$ cat src/rtl/cpu_pkg.sv
// Purpose: shared CPU definitions for the long-latency multiply unit.
// Latency: n/a (types and constants only).
// Backpressure: n/a.
// Contents:
//   mul_state_t - multiplier sequencer states
//   ALUOP_MUL   - ALUOP encoding that selects the multiply unit
package cpu_pkg;

  typedef enum logic [1:0] {
    IDLE = 2'd0,
    RUN  = 2'd1,
    FIN  = 2'd2
  } mul_state_t;

  localparam logic [2:0] ALUOP_MUL = 3'b100;

endpackage

$ cat src/rtl/abs_neg_w.sv
// Purpose: conditional two's-complement negate of a WIDTH-bit value.
// Latency: combinational.
// Backpressure: none.
// Ports:
//   neg  - 1 = output the negation of din, 0 = pass din through
//   din  - input value
//   dout - din or -din, modulo 2^WIDTH
module abs_neg_w #(
  parameter int WIDTH = 8
) (
  input  logic             neg,
  input  logic [WIDTH-1:0] din,
  output logic [WIDTH-1:0] dout
);

  assign dout = neg ? (~din + WIDTH'(1)) : din;

endmodule

$ cat src/rtl/seq_mul_unit.sv
// Purpose: multi-cycle shift-add multiplier, WIDTH x WIDTH -> 2*WIDTH, signed or unsigned per op.
// Latency: WIDTH+2 cycles from accepted START to DONE; one result per WIDTH+1 cycles back-to-back.
// Backpressure: START is ignored while RUN; a START in the FIN cycle is accepted (no queueing).
// Ports:
//   CLK, RESET      - clock, synchronous active-high reset
//   START, SIGNED   - request and signedness, sampled together with DATA1/DATA2
//   DATA1, DATA2    - multiplicand, multiplier
//   BUSY            - operation in progress (RUN or FIN)
//   DONE            - one-cycle pulse, RESULT/ZERO valid in that cycle
//   RESULT, ZERO    - full product and its zero flag, held until the next result
module seq_mul_unit
  import cpu_pkg::*;
#(
  parameter  int WIDTH = 8,
  localparam int CNT_W = $clog2(WIDTH + 1)
) (
  input  logic               CLK,
  input  logic               RESET,
  input  logic               START,
  input  logic               SIGNED,
  input  logic [WIDTH-1:0]   DATA1,
  input  logic [WIDTH-1:0]   DATA2,
  output logic               BUSY,
  output logic               DONE,
  output logic [2*WIDTH-1:0] RESULT,
  output logic               ZERO
);

  mul_state_t         state;
  mul_state_t         state_nxt;
  logic [CNT_W-1:0]   cnt;
  logic [WIDTH-1:0]   mcand;
  logic [WIDTH-1:0]   mplier;
  logic [WIDTH-1:0]   acc_hi;
  logic [WIDTH-1:0]   mag1;
  logic [WIDTH-1:0]   mag2;
  logic [WIDTH:0]     sum;
  logic [2*WIDTH-1:0] prod_fixed;
  logic [2*WIDTH-1:0] result_q;
  logic               neg_q;
  logic               done_q;
  logic               zero_q;
  logic               accept;

  // Operand magnitudes; the most-negative value maps to 2^(WIDTH-1), which
  // still fits the unsigned WIDTH-bit magnitude registers.
  abs_neg_w #(.WIDTH(WIDTH)) u_mag1 (
    .neg  (SIGNED & DATA1[WIDTH-1]),
    .din  (DATA1),
    .dout (mag1)
  );

  abs_neg_w #(.WIDTH(WIDTH)) u_mag2 (
    .neg  (SIGNED & DATA2[WIDTH-1]),
    .din  (DATA2),
    .dout (mag2)
  );

  // Sign correction of the unsigned product {acc_hi, mplier}.
  abs_neg_w #(.WIDTH(2*WIDTH)) u_fix (
    .neg  (neg_q),
    .din  ({acc_hi, mplier}),
    .dout (prod_fixed)
  );

  // FIN doubles as an accept slot so results can be issued back-to-back.
  assign accept = START && ((state == IDLE) || (state == FIN));

  // Partial-product add into the upper half, carry kept in bit WIDTH.
  assign sum = {1'b0, acc_hi} + ({(WIDTH+1){mplier[0]}} & {1'b0, mcand});

  always_ff @(posedge CLK) begin
    if (RESET) begin
      state <= IDLE;
    end else begin
      state <= state_nxt;
    end
  end

  always_comb begin
    state_nxt = state;
    case (state)
      IDLE: begin
        if (START) state_nxt = RUN;
      end
      RUN: begin
        if (cnt == CNT_W'(1)) state_nxt = FIN;
      end
      FIN: begin
        state_nxt = START ? RUN : IDLE;
      end
      default: state_nxt = IDLE;
    endcase
  end

  always_ff @(posedge CLK) begin
    if (RESET) begin
      cnt      <= '0;
      mcand    <= '0;
      mplier   <= '0;
      acc_hi   <= '0;
      neg_q    <= 1'b0;
      done_q   <= 1'b0;
      result_q <= '0;
      zero_q   <= 1'b1;
    end else begin
      done_q <= (state == FIN);
      if (state == FIN) begin
        result_q <= prod_fixed;
        zero_q   <= (prod_fixed == '0);
      end
      // In FIN the product above is read before this overwrites the pair.
      if (accept) begin
        mcand  <= mag1;
        mplier <= mag2;
        acc_hi <= '0;
        cnt    <= CNT_W'(WIDTH);
        neg_q  <= SIGNED & (DATA1[WIDTH-1] ^ DATA2[WIDTH-1]);
      end else if (state == RUN) begin
        // Shift {sum, mplier} right by one: the low bit of sum becomes the
        // next settled product bit at the top of the multiplier register.
        acc_hi <= sum[WIDTH:1];
        mplier <= {sum[0], mplier[WIDTH-1:1]};
        cnt    <= cnt - CNT_W'(1);
      end
    end
  end

  assign BUSY   = (state != IDLE);
  assign DONE   = done_q;
  assign RESULT = result_q;
  assign ZERO   = zero_q;

endmodule

$ cat config.mk
export PLATFORM = sky130hd
export DESIGN_NAME = seq_mul_unit
export DESIGN_NICKNAME = d
export VERILOG_FILES = /design/src/rtl/cpu_pkg.sv /design/src/rtl/abs_neg_w.sv /design/src/rtl/seq_mul_unit.sv
export SDC_FILE = /design/constraint.sdc
export NUM_CORES = 1
export LEC_CHECK = 0
export BUFFER_PORTS_ARGS = -buffer_cell sky130_fd_sc_hd__buf_2
export CELL_PAD_IN_SITES_DETAIL_PLACEMENT = 1
export CELL_PAD_IN_SITES_GLOBAL_PLACEMENT = 1
export CORE_UTILIZATION = 43
export CTS_CLUSTER_DIAMETER = 120
export DETAILED_ROUTE_END_ITERATION = 10
export PLACE_DENSITY = 0.86
export SLEW_MARGIN = 20
export SYNTH_ARGS = -nofsm -noshare
export SYNTH_HDL_FRONTEND = slang
export SYNTH_SLANG_ARGS = --single-unit
$ cat constraint.sdc
create_clock -name CLK -period 3.52 [get_ports CLK]
set_clock_uncertainty 0.1 [all_clocks]
set_input_delay 0.352 -clock CLK [delete_from_list [all_inputs] [get_ports CLK]]
set_output_delay 0.352 -clock CLK [all_outputs]
set_load 0.03 [all_outputs]
==> flow_metrics.py <==
metrics = {
    "setup_path": {
        "cp_cell_sequence": "inv_1 > ha_1 > or4b_4 > or4_4 > mux2_4 > a32o_1 > nand4_1 > o31ai_1",
        "crit_start": "mplier[0]",
        "worstSetupPathType": "register to register",
        "reg2reg_from": "mplier[0]",
        "cp_slowest_cell": "or4b_4",
        "startpoint_type": "register",
        "critPathMaxFanout": 13,
        "endpoint_kind": "register",
        "slowest_delay_ns": 0.51,
        "crit_required_ns": 3.61,
        "arrival_ns": 2.82,
    },
    "detailed_routing": {
        "first_pass_iters": 8,
        "via_count": 2720,
        "routedWlPerCell_um": 15.9,
        "wl_um": 7610,
        "drcViolationCount": 6,
        "drt_iter0_markers": 108,
        "vias_per_cell": 5.70,
        "drtAntennaViolNets": 0,
    },
    "timing": {
        "max_freq_mhz": 366,
        "finalHoldViolCount": 0,
        "max_slew_margin_pct": 47.6,
        "tightest_slew_ns": 0.785,
        "fin_crit_sh_pct": 77.5,
        "setup_violations": 0,
        "fin_setup_tns_ns": 0,
        "min_period_ns": 2.73,
        "slew_violations": 0,
        "rsz0062_at_grt": "false",
    },
    "finish": {
        "drive_gt1_share_pct": 16.3,
        "fin_nets": 434,
        "area_growth_pct": 10.2,
        "diodes": 0,
        "postLayoutCellArea_um2": 3260,
    },
    "yosys": {
        "synth_top_family_by_area": "simple AND/OR/NAND/NOR gates",
        "synth-seq-area-share_pct": 33.1,
        "ys_async_sr_fraction_pct": 0,
        "syn_inst": 373,
        "syn_avg_cell_area_um2": 7.94,
        "yosys-top-cells-count": "51 x nor2_1, 49 x dfxtp_1, 44 x nand2_1",
        "synth.top_cell.area_share_pct": 33.1,
        "synth-seq-cells": 49,
        "ys_top_cells_by_area": "dfxtp_1 33%, nor2_1 6.5%, ha_1 5.9%",
        "synth_warnings": 0,
        "synthMuxAreaShare_pct": 1.90,
        "synth-xor-area-share_pct": 8.88,
        "yosysMostFrequentCell": "nor2_1",
        "synthFlopType": "dfxtp_1",
        "ys_types": 51,
        "syn-num-nets": 408,
        "synthAdderAreaFrac_pct": 6.59,
        "synthesis.area_um2": 2960,
        "synth_top_area_cell": "dfxtp_1",
        "synth-compound-area-share_pct": 19.5,
        "synth-simple-area-share_pct": 25.1,
        "synth_edf_count": 0,
    },
    "pwr": {
        "p_leak_nw": 1.33,
        "totalPowerFinal_w": 0.00119,
        "power_density_nw_per_um2": 365,
        "vdd_ir_drop_max_uv": 171,
    },
    "clock_tree": {
        "cts_hold_buf": 0,
        "cts_tree": "built",
        "postCtsSetupRepairBufs": 0,
        "cts.sinks": 49,
        "cts_buffer_depth": 2,
        "cts_resized": 0,
        "cts-buffers-inserted": 5,
        "root_buffer": "clkbuf_8",
        "clk_latency_ns": 0.31,
        "htreeDepth": 2,
        "clk_pin_slew_ns": 0.09,
    },
    "die": {
        "core_area_um2": 6490,
        "start_util_pct": 45.6,
        "die-area_um2": 7220,
        "die_x_um": 85.0,
        "std_cell_rows": 29,
        "die_y_um": 85.0,
        "io_pins": 39,
    },
    "global_routing": {
        "antenna_found_initial": 0,
        "globalRouteOverflowTotal": 0,
        "grt_first_pass_wirelength_um": 12800,
        "grt_max_degree": 30,
        "grt_usage_pct": 22.5,
        "grt_pass1_vias": 2726,
    },
    "run_status": {
        "status": "finished, violations left",
        "violations": "DRC",
    },
    "hold_path": {
        "min-delay-start": "DATA1[0]",
        "holdCritPathClass": "input port to register",
    },
    "placed_design": {
        "post_dp_cell_area_um2": 3180,
        "port_buffers": 38,
        "gp_congestion": 0.783,
        "dp_hpwl_um": 5900,
    },
    "run": {
        "cap_violations": 0,
    },
}
## kinds of logic (layout without fill, tap and decap cells)
family	count (synthesis)	after routing
xor gates and xnor gates	30	30
buffers and inverters	34	61
AOI/OAI and AO/OA	83	83
muxes	5	5
DFF	49	49
adders and majority gates	15	15
and+or+nand+nor	157	157
## placed cells by master, fill, tap and decap left out, types with 8 or more instances in the layout
master    instances
nor2_1           51
dfxtp_1          49
nand2_1          44
buf_2            38
a21oi_1          20
a211oi_1         19
xor2_1           17
ha_1             14
xnor2_1          13
nor3_1           12
inv_1            10
o21ai_0          10
a311oi_1         10
and2_1            8
nand3_1           8
## power breakdown
group / internal [W] / switching, W / total, W
clock: 0.000138 / 0.000187 / 0.000325
sequential: 0.000579 / 0.0000380 / 0.000618
combinational: 0.0000993 / 0.000149 / 0.000248
## final timing paths
path | endpoint | slack (ns) | depth (start not counted)
max | ZERO | 0.79 | 8
min | mcand[0] | 0.24 | 3
min reg2reg | RESULT[0] | 0.36 | 2
max reg2reg | ZERO | 0.79 | 8
## flip-flops by register name, summed over array words and instances, names as in the netlist
name,count
cnt,4
RESULT,16
mplier,8
mcand,8
acc_hi,8
state,2
DONE,1
ZERO,1
neg_q,1
## critical path, delay by kind of cell (launching register included)
family,cells,cell delay [ns]
and+or+nand+nor,3,1.06
muxes,1,0.31
AOI/OAI and AO/OA,2,0.33
buffers and inverters,1,0.13
DFF,1,0.42
adders and majority gates,1,0.25
## per-layer routing
layer | GRT usage, % | routed length [um] | vias up | share of wire (%)
met3 | 3.79 | 242 | 16 | 3.2
met1 | 27.5 | 3460 | 1278 | 45
met2 | 39.7 | 3750 | 59 | 49
li1 | - | - | 1367 | -
met4 | 8.01 | 160 | 0 | 2.1
met5 | 0 | 0 | - | 0
## area by class of cell
class,count,area (um^2)
clock buffers,6,72.6
clock inverters,2,10.0
inverters,10,37.5
flip-flops and latches,49,981
well taps,77,96.3
multi-input cells,290,1840
fillers,832,3230
repair buffers,43,228
## through the flow
step / hold slack (ns) / util (%) / cells / setup slack [ns]
floorplan: 0.332 / - / 373 / 0.956
global placement: 0.342 / 49.0 / 469 / 0.952
detailed placement: 0.348 / 49.0 / 469 / 0.812
CTS: 0.237 / 50.2 / 477 / 0.783
global route: 0.278 / 50.2 / 477 / 0.670
finish: 0.239 / 50.2 / 477 / 0.790
Power figures use the tool's default switching activity.
